File: config.mk
export PLATFORM = sky130hd
export DESIGN_NAME = dws_layer_tile_scheduler
export DESIGN_NICKNAME = d
export VERILOG_FILES = /design/src/rtl/dws_sched_pkg.sv /design/src/rtl/dws_tile_geom.sv /design/src/rtl/dws_layer_tile_scheduler.sv
export SDC_FILE = /design/constraint.sdc
export NUM_CORES = 1
export LEC_CHECK = 0
export ABC_AREA = 1
export BUFFER_PORTS_ARGS = -buffer_cell sky130_fd_sc_hd__buf_2
export CAP_MARGIN = 15
export CORE_MARGIN = 4
export CORE_UTILIZATION = 60
export DETAILED_ROUTE_END_ITERATION = 10
export HOLD_SLACK_MARGIN = 0.1
export PLACE_DENSITY = 0.89
export RECOVER_POWER = 25
export SYNTH_ARGS = -nofsm -noshare
export SYNTH_HDL_FRONTEND = slang
export SYNTH_SLANG_ARGS = --single-unit
export TNS_END_PERCENT = 30
File: constraint.sdc
create_clock -name clk -period 25.2 [get_ports clk]
set_clock_uncertainty 0.05 [all_clocks]
set_input_delay 7.56 -clock clk [delete_from_list [all_inputs] [get_ports clk]]
set_output_delay 7.56 -clock clk [all_outputs]
set_load 0.01 [all_outputs]
File: src/rtl/dws_sched_pkg.sv
`default_nettype none
// ============================================================================
//  Module   : dws_sched_pkg
//  Purpose  : Shared types and helpers for the depthwise-separable layer
//             tile scheduler: FSM state encoding, the 3x3 kernel / pad-1
//             geometry constants and the input-window extent function.
//  Revision : 1.0 - initial release
// ============================================================================
package dws_sched_pkg;

    typedef enum logic [2:0] {
        S_IDLE    = 3'd0,
        S_CHECK   = 3'd1,
        S_SETUP   = 3'd2,
        S_ISSUE   = 3'd3,
        S_WAIT    = 3'd4,
        S_ADVANCE = 3'd5,
        S_DONE    = 3'd6
    } state_e;

    localparam int PAD    = 1;
    localparam int KERNEL = 3;

    // Input rows/cols needed to produce out_ext outputs:
    // (out_ext-1)*stride + KERNEL. Stride is only ever 1 or 2, so stride 2 is
    // a shift. Result is wide enough that no legal 32-bit operand overflows.
    function automatic logic [33:0] in_extent(input logic [31:0] out_ext,
                                              input logic        stride2);
        logic [33:0] span;
        span = {2'b00, out_ext} - 34'd1;
        if (stride2) begin
            span = span << 1;
        end
        return span + 34'(KERNEL);
    endfunction

endpackage
`default_nettype wire

File: src/rtl/dws_tile_geom.sv
`default_nettype none
// ============================================================================
//  Module   : dws_tile_geom
//  Purpose  : Combinational tile geometry calculator. From the output cursor
//             (row, col) and layer configuration it produces the edge-clipped
//             output extent and the padded input window of one tile.
//  Ports    : row_i/col_i         output tile origin
//             img_h_i/img_w_i     output map size
//             tile_h_i/tile_w_i   nominal output tile size
//             stride2_i           1 = stride 2, 0 = stride 1
//             in_*_o / out_*_o    the six tile fields (origins pass through)
//  Revision : 1.0 - initial release
// ============================================================================
module dws_tile_geom
    import dws_sched_pkg::*;
#(
    parameter int DIM_W = 16
) (
    input  logic [DIM_W-1:0]        row_i,
    input  logic [DIM_W-1:0]        col_i,
    input  logic [DIM_W-1:0]        img_h_i,
    input  logic [DIM_W-1:0]        img_w_i,
    input  logic [DIM_W-1:0]        tile_h_i,
    input  logic [DIM_W-1:0]        tile_w_i,
    input  logic                    stride2_i,
    output logic signed [DIM_W:0]   in_row_o,
    output logic signed [DIM_W:0]   in_col_o,
    output logic [DIM_W-1:0]        in_h_o,
    output logic [DIM_W-1:0]        in_w_o,
    output logic [DIM_W-1:0]        out_row_o,
    output logic [DIM_W-1:0]        out_col_o,
    output logic [DIM_W-1:0]        out_h_o,
    output logic [DIM_W-1:0]        out_w_o
);

    logic [DIM_W-1:0] rem_h;
    logic [DIM_W-1:0] rem_w;
    logic [DIM_W:0]   row_scaled;
    logic [DIM_W:0]   col_scaled;

    // Cursor is always inside the map, so the remainder never underflows.
    assign rem_h   = img_h_i - row_i;
    assign rem_w   = img_w_i - col_i;
    assign out_h_o = (tile_h_i < rem_h) ? tile_h_i : rem_h;
    assign out_w_o = (tile_w_i < rem_w) ? tile_w_i : rem_w;

    assign out_row_o = row_i;
    assign out_col_o = col_i;

    // Origin scaled by stride (shift for stride 2), then back off by the pad.
    assign row_scaled = stride2_i ? {row_i, 1'b0} : {1'b0, row_i};
    assign col_scaled = stride2_i ? {col_i, 1'b0} : {1'b0, col_i};
    assign in_row_o   = $signed(row_scaled - (DIM_W+1)'(PAD));
    assign in_col_o   = $signed(col_scaled - (DIM_W+1)'(PAD));

    assign in_h_o = DIM_W'(in_extent(32'(out_h_o), stride2_i));
    assign in_w_o = DIM_W'(in_extent(32'(out_w_o), stride2_i));

endmodule
`default_nettype wire

File: src/rtl/dws_layer_tile_scheduler.sv
`default_nettype none
// ============================================================================
//  Module   : dws_layer_tile_scheduler
//  Purpose  : Walks one depthwise-separable layer's output map in row-major
//             tiles, handing each tile's geometry to the tile runner and
//             waiting for it to finish.
//  Ports    : start/abort         layer control from the layer controller
//             busy/done/error     layer status (done/error are 1-cycle pulses)
//             cfg_*               layer geometry, latched at start
//             runner_start/done   per-tile handshake with the tile runner
//             tile_*              registered per-tile fields for the runner
//             tile_count          tiles completed in the current layer
//  Revision : 1.0 - initial release
// ============================================================================
module dws_layer_tile_scheduler
    import dws_sched_pkg::*;
#(
    parameter int DIM_W         = 16,
    parameter int MAX_TILE_IN_H = 33,
    parameter int MAX_TILE_IN_W = 33,
    parameter int CNT_W         = 16
) (
    input  logic                    clk,
    input  logic                    rst,
    input  logic                    start,
    input  logic                    abort,
    output logic                    busy,
    output logic                    done,
    output logic                    error,
    input  logic [DIM_W-1:0]        cfg_out_img_h,
    input  logic [DIM_W-1:0]        cfg_out_img_w,
    input  logic [DIM_W-1:0]        cfg_tile_h,
    input  logic [DIM_W-1:0]        cfg_tile_w,
    input  logic [DIM_W-1:0]        cfg_stride,
    output logic                    runner_start,
    input  logic                    runner_done,
    output logic signed [DIM_W:0]   tile_in_row,
    output logic signed [DIM_W:0]   tile_in_col,
    output logic [DIM_W-1:0]        tile_in_h,
    output logic [DIM_W-1:0]        tile_in_w,
    output logic [DIM_W-1:0]        tile_out_row,
    output logic [DIM_W-1:0]        tile_out_col,
    output logic [DIM_W-1:0]        tile_out_h,
    output logic [DIM_W-1:0]        tile_out_w,
    output logic [CNT_W-1:0]        tile_count
);

    state_e state_q, state_d;

    logic [DIM_W-1:0] img_h_q, img_w_q, tile_h_q, tile_w_q, stride_q;
    logic [DIM_W-1:0] row_q, row_d, col_q, col_d;
    logic [CNT_W-1:0] count_q;
    logic             abort_q, err_q;

    logic             stride2;
    logic             cfg_bad;
    logic             abort_eff;
    logic [DIM_W:0]   col_sum, row_sum;
    logic             col_wrap, layer_end;

    logic signed [DIM_W:0] g_in_row, g_in_col;
    logic [DIM_W-1:0]      g_in_h, g_in_w, g_out_row, g_out_col, g_out_h, g_out_w;

    assign stride2   = (stride_q == DIM_W'(2));
    assign abort_eff = abort_q | abort;

    always_comb begin
        cfg_bad = 1'b0;
        if (img_h_q == '0 || img_w_q == '0 || tile_h_q == '0 || tile_w_q == '0) begin
            cfg_bad = 1'b1;
        end else if (stride_q != DIM_W'(1) && !stride2) begin
            cfg_bad = 1'b1;
        end else if (in_extent(32'(tile_h_q), stride2) > 34'(MAX_TILE_IN_H) ||
                     in_extent(32'(tile_w_q), stride2) > 34'(MAX_TILE_IN_W)) begin
            cfg_bad = 1'b1;
        end
    end

    // Cursor adds carry one extra bit so the wrap compare is exact even when
    // the cursor plus tile size exceeds the DIM_W range.
    assign col_sum   = {1'b0, col_q} + {1'b0, tile_w_q};
    assign row_sum   = {1'b0, row_q} + {1'b0, tile_h_q};
    assign col_wrap  = (col_sum >= {1'b0, img_w_q});
    assign layer_end = col_wrap && (row_sum >= {1'b0, img_h_q});

    always_comb begin
        state_d = state_q;
        row_d   = row_q;
        col_d   = col_q;
        case (state_q)
            S_IDLE:    if (start) state_d = S_CHECK;
            S_CHECK:   state_d = (cfg_bad || abort_eff) ? S_DONE : S_SETUP;
            S_SETUP:   state_d = abort_eff ? S_DONE : S_ISSUE;
            S_ISSUE:   state_d = S_WAIT;
            S_WAIT:    if (runner_done) state_d = S_ADVANCE;
            S_ADVANCE: begin
                if (col_wrap) begin
                    col_d = '0;
                    row_d = row_sum[DIM_W-1:0];
                end else begin
                    col_d = col_sum[DIM_W-1:0];
                end
                state_d = (layer_end || abort_eff) ? S_DONE : S_SETUP;
            end
            S_DONE:    state_d = S_IDLE;
            default:   state_d = S_IDLE;
        endcase
    end

    dws_tile_geom #(.DIM_W(DIM_W)) u_geom (
        .row_i     (row_q),
        .col_i     (col_q),
        .img_h_i   (img_h_q),
        .img_w_i   (img_w_q),
        .tile_h_i  (tile_h_q),
        .tile_w_i  (tile_w_q),
        .stride2_i (stride2),
        .in_row_o  (g_in_row),
        .in_col_o  (g_in_col),
        .in_h_o    (g_in_h),
        .in_w_o    (g_in_w),
        .out_row_o (g_out_row),
        .out_col_o (g_out_col),
        .out_h_o   (g_out_h),
        .out_w_o   (g_out_w)
    );

    always_ff @(posedge clk or posedge rst) begin
        if (rst) begin
            state_q      <= S_IDLE;
            img_h_q      <= '0;
            img_w_q      <= '0;
            tile_h_q     <= '0;
            tile_w_q     <= '0;
            stride_q     <= '0;
            row_q        <= '0;
            col_q        <= '0;
            count_q      <= '0;
            abort_q      <= 1'b0;
            err_q        <= 1'b0;
            tile_in_row  <= '0;
            tile_in_col  <= '0;
            tile_in_h    <= '0;
            tile_in_w    <= '0;
            tile_out_row <= '0;
            tile_out_col <= '0;
            tile_out_h   <= '0;
            tile_out_w   <= '0;
        end else begin
            state_q <= state_d;
            row_q   <= row_d;
            col_q   <= col_d;

            if (state_q == S_IDLE && start) begin
                img_h_q  <= cfg_out_img_h;
                img_w_q  <= cfg_out_img_w;
                tile_h_q <= cfg_tile_h;
                tile_w_q <= cfg_tile_w;
                stride_q <= cfg_stride;
                row_q    <= '0;
                col_q    <= '0;
                count_q  <= '0;
            end

            if (state_q == S_SETUP) begin
                tile_in_row  <= g_in_row;
                tile_in_col  <= g_in_col;
                tile_in_h    <= g_in_h;
                tile_in_w    <= g_in_w;
                tile_out_row <= g_out_row;
                tile_out_col <= g_out_col;
                tile_out_h   <= g_out_h;
                tile_out_w   <= g_out_w;
            end

            if (state_q == S_WAIT && runner_done && count_q != '1) begin
                count_q <= count_q + CNT_W'(1);
            end

            // Abort and error are sticky for the layer and dropped on the way
            // back to idle so the next layer starts clean.
            if (state_d == S_IDLE) begin
                abort_q <= 1'b0;
                err_q   <= 1'b0;
            end else begin
                if (state_q != S_IDLE) abort_q <= abort_q | abort;
                if (state_q == S_CHECK) err_q <= cfg_bad;
            end
        end
    end

    assign busy         = (state_q != S_IDLE);
    assign done         = (state_q == S_DONE);
    assign error        = (state_q == S_DONE) && err_q;
    assign runner_start = (state_q == S_ISSUE);
    assign tile_count   = count_q;

endmodule
`default_nettype wire

**After elaboration in Yosys (flattened, before gate mapping)**

Index checks and enable logic that the tools add are counted.

- Bits of input ports: 85
- ROM bits: 0
- Memories kept: 0
- Logic and storage cells: 109
- Flip-flop bits (word level): 263
- Output and inout bits: 150
- Latch bits: 0
- Memory bits (writable): 0

- Shift-type cells: 0
- Magnitude comparators: 6
- Reduce and logical (&&, ||, !) cells: 26
- Bitwise operators: 1
- $mul: 0
- $add $sub $neg: 15
- Mux-type cells: 33
- Equality and inequality tests: 9
- Div/mod/pow operators: 0

Operators with widths:

| cell | count |
|---|---|
| $mux W16 | 12 |
| $mux W34 | 4 |
| $add A34 B2 Y34 const B | 2 |
| $gt A34 B6 Y1 const B | 2 |
| $mux W17 | 4 |
| $logic_not A16 Y1 | 4 |
| $add A16 B16 Y17 | 2 |
| $ge A17 B16 Y1 | 2 |
| $sub A16 B1 Y17 const B | 2 |
| $sub A17 B1 Y17 const B | 2 |
| $add A16 B2 Y16 const B | 2 |
| $lt A16 B16 Y1 | 2 |
| $sub A16 B1 Y16 const B | 2 |
| $sub A16 B16 Y16 | 2 |
| $pmux W3 S6 | 1 |
| $add A16 B1 Y16 const B | 1 |
| $eq A16 B2 Y1 const B | 1 |
| $ne A16 B1 Y1 const B | 1 |
| $ne A16 B16 Y1 const B | 1 |
| $mux W3 | 5 |
| $reduce_bool A2 Y1 | 5 |
| $eq A3 B3 Y1 const B | 3 |
| $mux W1 | 7 |
| $eq A3 B2 Y1 const B | 2 |
| 8 further kinds | 19 |

**Longest topological paths before layout**

Gate-level depths: netlist of run 1.

- Depth in word-level cells: 16
- Depth in mapped cells: 38
- Depth with buffers taken out: 36

**By module**

From an unflattened synthesis of run 1, not the netlist that was laid out.

- Cell total of the unflattened synthesis: 3074
- Area, all modules: 20878.8 um2

Modules (own cells, without submodules):

| module | seq. area each (um2) | area an instance (um2) | cells an instance | times used |
|---|---|---|---|---|
| dws_layer_tile_scheduler | 6581.3 | 14645.3 | 1976 | 1 |
| dws_tile_geom | 0.0 | 6233.5 | 1098 | 1 |

**Worst setup path after synthesis of run 1**

OpenSTA, ideal clock, no wires.

- Path kind: input -> register
- From: in start
- To: reg stride_q[0]
- Setup time: 83 ps
- Arrival: 8776 ps
- Cell stages on the path: 7
- Slack: 16292 ps
- Buffers on the path: 3
- Required time: 25067 ps
- Cells stage by stage: nand3_1 > inv_1 > clkbuf_1 > clkbuf_1 > buf_1 > nand2_1 > o21ai_0

- Cells in the longest elaborated chain, start to end: 1

Ends and longest elaborated chain:

| what | line | RTL |
|---|---|---|
| from (decl) | dws_layer_tile_scheduler.sv:25 | `input logic start,` |
| $logic_and A1 B1 Y1 | dws_layer_tile_scheduler.sv:154 | `if (state_q == S_IDLE && start) begin` |
| to (signal assigned) | dws_layer_tile_scheduler.sv:159 | `stride_q <= cfg_stride;` |
| to (decl) | dws_layer_tile_scheduler.sv:50 | `logic [DIM_W-1:0] img_h_q, img_w_q, tile_h_q, tile_w_q, stride_q;` |

Every way passes these cells.
A chain may end at the register's enable or synchronous reset.

==> results_dict.tcl, run 1 <==
set metrics [dict create \
    synth_seq_cells 263 \
    die_w_microns 191 \
    cp-end-kind "async pin" \
    clock.fmax_mhz 87.7 \
    top_layer_used "met4" \
    hpwl_mm 50.5 \
    critPathLaunchType "input port" \
    area_growth_pct 11.4 \
    drive_gt1_share_pct 11.7 \
    synthesis.nets 3165 \
    status "complete, but fails checks" \
    finalSetupViolations 0 \
    gp_congestion 1.03 \
    ant_nets 0 \
    ys_seq_area_share_pct 32.7 \
    htreeDepth 1 \
    initial_utilization_pct 61.4 \
    drv_slew 369 \
    synth_cell_types 59 \
    drt_iter0_drc 2342 \
    fin_crit_ns 11.41 \
    diodes 0 \
    max_stage_delay_ns 3.00 \
    ys_warn_count 0 \
    synth-edff-count 0 \
    grt_max_degree 128 \
    synth_commonest_cells "896 x nand2_1, 343 x inv_1, 263 x dfrtp_1, 252 x o21ai_0, 237 x nand3_1" \
    required_ns 25.70 \
    cts_tree "built" \
    max_cap_violations 4 \
    ios 235 \
    drt_pass1_iterations 8 \
    synthTopCellsByArea "dfrtp_1 33%, nand2_1 17%, ha_1 8.2%, inv_1 6.4%, o21ai_0 6.3%" \
    post-synth-top-count-cell "nand2_1" \
    clkTransAtPathRegs_ns 0.06 \
    r2r_setup_slack_ns 16.86 \
    synthFlopType "dfrtp_1" \
    crit_fanout 119 \
    synth_area_sq_um 20100 \
    vias_per_cell 5.85 \
    antenna_found_initial 0 \
    synth_top_area_cell "dfrtp_1" \
    synth_top_area_share_pct 32.7 \
    drc 0 \
    clk_latency_ns 0.58 \
    grt_usage_pct 35.1 \
    cts_buffers 29 \
    grt_pass1_vias 19709 \
    cts_sinks 263 \
    cts.path.max_buffers 3 \
    overflow 0 \
    vias 21024 \
    finalCritPeriodShare_pct 45.3 \
    violations "capacitance limit, slew limit" \
    min_path_type "register to register" \
    wirelength_met1_mm 27.9 \
    fp.dieArea_sq_um 36600 \
    grt_pass1_wl_mm 103 \
    crit_slowest_cell "clkinvlp_2" \
    wl_per_cell_microns 18.0 \
    cts-resized-gates 0 \
    arrival_ns 11.91 \
    postCtsHoldBufs 0 \
    syn_avg_cell_area_sq_um 6.84 \
    path_class "input port to async pin" \
    timing_hold_violations_final 0 \
    rows 66 \
    synthArstFlopShare_pct 100 \
    postCtsSetupRepairBufs 0 \
    critPathTopFamily "buffers and inverters" \
    syn-instance-count 2944 \
    wl_met2_mm 27.5 \
    fin_tns_setup_ns 0 \
    crit_chain "buf_2, clkinvlp_2, buf_4" \
    crit_buf_inv 3 \
    routed_wl_mm 64.8 \
    die_y_microns 191 \
    port_buffers 234 \
    slew_headroom_pct -263 \
    worst_pin_slew_ns 5.41 \
    core_sq_um 32800 \
    nets 3355 \
    wl_met3_mm 7.09 \
    rsz0062_at_grt "false" \
    cts_root_buf "clkbuf_16" \
]
## worst min-delay path, stage by stage, from the launching register on
cell and delay, ns:
dfrtp_1 0.34, nand2_1 0.05, nand2_1 0.06
## metal layers
metal | track usage, % | vias up
li1 | - | 9948
met1 | 51.8 | 9785
met2 | 53.3 | 1129
met3 | 5.00 | 162
met4 | 11.7 | 0
met5 | 0 | -
## state kept, by name (all words and copies together), names as in the netlist, 16 cells and up
name / cells
tile_out_col: 16
img_h_q: 16
col_q: 16
tile_in_h: 16
tile_count: 16
tile_out_h: 16
tile_h_q: 16
img_w_q: 16
tile_in_w: 16
tile_out_w: 16
stride_q: 16
tile_w_q: 16
tile_out_row: 16
tile_in_col: 17
row_q: 16
tile_in_row: 17
## cell type report
type                            instances  area [sq um]
Multi-Input combinational cell       2240         11700
Fill cell                            2843         10400
Sequential cell                       263          6580
Inverter                              357          1350
Timing Repair Buffer                  243          1230
Clock buffer                           39           823
Tap cell                              442           553
Clock inverter                         12           144
## cells by family after synthesis
group	after synthesis	synth area share (%)
simple gates	1530	32.7
compound gates	468	12.8
buf+inv	441	8.67
flops	263	32.7
fa+ha+maj	136	8.60
xor+xnor	105	4.57
mux	1	0.0497
## layout by cell type, fill, tap and decap left out, types with 16 or more instances in the layout
master and instances:
nand2_2 16, o21ai_0 259, ha_1 132, nand4_1 50, nor3_1 24, nand3_1 238
dfrtp_1 263, clkbuf_16 29, o22ai_1 21, o21ai_1 25, a21oi_1 102, xnor2_1 17
buf_2 233, inv_1 343, xor2_1 88, nor2_1 229, nand2_1 907
## path summary, 6_finish.rpt
| path | start | endpoint | cells after the start |
|---|---|---|---|
| setup / recovery | rst | stride_q[0] | 3 |
| hold / removal | tile_in_w[13] | tile_in_w[13] | 2 |
| setup reg to reg | col_q[7] | tile_in_w[12] | 28 |
| hold reg to reg | tile_in_w[13] | tile_in_w[13] | 2 |
| max in group clk | start | tile_count[14] | 9 |
| min in group asynchronous | rst | tile_in_col[16] | 2 |
## through the flow
step                      cells  util (%)  hold WS [ns]  setup WS, ns  instance area [sq um]
after CTS                  3596      68.7         0.431         15.20                  22500
after global routing       3596      68.4         0.453         12.87                  22400
after detailed placement   3545      65.7         0.409         14.63                  21600
after global placement     3545      65.7         0.410         14.72                  21600
final                      3596      68.4         0.427         13.79                  22400
after floorplan            2944         -         0.392         10.35                  20100
Power of run 1 is not shown: default switching activity piles up to over one toggle a cycle in this logic, so the estimate is an artifact.
==> run 2, diff against run 1 <==
CORE_UTILIZATION = 54   (was 60)
PLACE_DENSITY = 0.85   (was 0.89)
clock period = 9.4 ns   (was 25.2 ns; I/O delays follow)
==> run 2 against run 1 <==
Net effect:
- the run still ends with capacitance limit, slew limit left
- flip-flop and latch count did not move
- sequential share of layout area decreased by 0.16 points
- utilization fell by 7.0 points
- setup slack lost 11 ns
- final cell count rose by 0.89%
- first-iteration DRC count fell by 8.5%
- via count is 2.8% lower
- routed wire length fell by 1.4%
- largest cell class unchanged
==> results_dict.tcl, run 2 (synthesized netlist as in run 1, its figures left out) <==
set metrics [dict create \
    cts.path.max_buffers 3 \
    area_growth_pct 12.0 \
    die_y_microns 201 \
    regArea_sq_um 6580 \
    drive_gt1_share_pct 12.4 \
    worst_pin_slew_ns 4.32 \
    mostFrequentLayoutCells "895 x nand2_1, 341 x inv_1, 263 x dfrtp_1" \
    grt_pass1_vias 18662 \
    clock.fmax_mhz 142 \
    diodes 0 \
    drv_slew 412 \
    fin_crit_ns 7.04 \
    cts_tree "built" \
    cp-end-kind "register" \
    antenna_found_initial 2 \
    timing_hold_violations_final 0 \
    grt_usage_pct 30.7 \
    htreeDepth 1 \
    ant_nets 0 \
    finalCritPeriodShare_pct 74.9 \
    core_sq_um 36700 \
    rsz0062_at_grt "false" \
    dpl-instance-area_sq_um 21600 \
    layout_commonest_cell "nand2_1" \
    drt_pass1_iterations 8 \
    reg.largest.list "tile_in_col x17, tile_in_row x17" \
    cp-startpoint "state_q[1]" \
    crit_fanout 117 \
    ios 235 \
    cts_root_buf "clkbuf_16" \
    fin_util_pct 61.4 \
    cts_sinks 263 \
    cts_buffers 29 \
    r2r-start "state_q[1]" \
    nets 3359 \
    path_class "register to register" \
    vias 20426 \
    fp.dieArea_sq_um 40400 \
    fillCellCount 3452 \
    critPathLaunchType "register" \
    die_w_microns 201 \
    initial_utilization_pct 54.9 \
    drc 0 \
    postCtsHoldBufs 0 \
    status "complete, but fails checks" \
    hold_path_startpoint "tile_in_w[11]" \
    arrival_ns 7.20 \
    port_buffers 234 \
    gp_congestion 1.02 \
    max_cap_violations 5 \
    multi_input_area_sq_um 11800 \
    finalSetupViolations 0 \
    fin_tns_setup_ns 0 \
    fin_area_sq_um 22600 \
    grt_pass1_wl_mm 101 \
    violations "capacitance limit, slew limit" \
    hpwl_mm 49.7 \
    clkTransAtPathRegs_ns 0.06 \
    clk_latency_ns 0.57 \
    required_ns 9.55 \
    routed_wl_mm 63.9 \
    grt_max_degree 118 \
    drt_iter0_drc 2142 \
    wl_per_cell_microns 17.6 \
    vias_per_cell 5.63 \
    cts-resized-gates 0 \
    r2r_setup_slack_ns 2.36 \
    overflow 0 \
    postCtsSetupRepairBufs 0 \
    slew_headroom_pct -188 \
    rows 70 \
    min_path_type "register to register" \
]
run 2: changes by cell type in the layout (fill, tap and decap cells not counted), moves of 2 or more:
cell / before / now
clkbuf_1: 6 / 12
clkinv_2: 6 / 4
clkinvlp_4: 2 / 4
inv_1: 343 / 341
inv_2: 9 / 11
nand2_1: 907 / 895
nand2_2: 16 / 28
nor2_1: 229 / 226
nor2_2: 15 / 17
o21ai_0: 259 / 252
o21ai_1: 25 / 29
o21ai_2: 9 / 12
run 2: critical path, cell delays in order (launching register included):
cell and delay [ns]:
dfrtp_1 0.40, inv_1 0.08, nor2_1 0.06, inv_1 0.08, nor2_1 0.07, clkinvlp_2 1.94
clkbuf_1 3.09, o21ai_0 0.67
run 2: stage by stage:
step / cells / hold slack (ns) / worst slack [ns]
floorplan: 2944 / 0.392 / 3.06
global placement: 3575 / 0.408 / 3.74
detailed placement: 3575 / 0.410 / 3.48
CTS: 3628 / 0.428 / 3.46
global route: 3628 / 0.442 / 1.69
finish: 3628 / 0.424 / 2.36
run 2: path summary, 6_finish.rpt:
path | endpoint | cells past startpoint
worst max register to register | tile_out_row[3] | 7
max in group asynchronous | tile_out_row[4] | 3
worst max-delay path | tile_out_row[3] | 7
worst min-delay path | tile_in_w[11] | 2
min in group asynchronous | tile_out_h[6] | 2
worst min register to register | tile_in_w[11] | 2
run 2: layout make-up:
| cell class | instances | share of cell area, % |
|---|---|---|
| tap | 468 | 2.60 |
| clock inverter | 12 | 0.660 |
| inverter | 357 | 5.96 |
| clock buffer | 41 | 3.64 |
| sequential | 263 | 29.2 |
| multi-input combinational | 2240 | 52.4 |
| timing repair buffer | 247 | 5.55 |
run 2: layer usage:
metal | up-vias | track usage [%] | routed length, microns
met5 | - | 0 | 13
met4 | 2 | 9.86 | 2350
met3 | 164 | 5.35 | 6430
met2 | 977 | 46.3 | 27300
met1 | 9325 | 45.2 | 27800
li1 | 9958 | - | -
Power of run 2 is left out for the same reason.
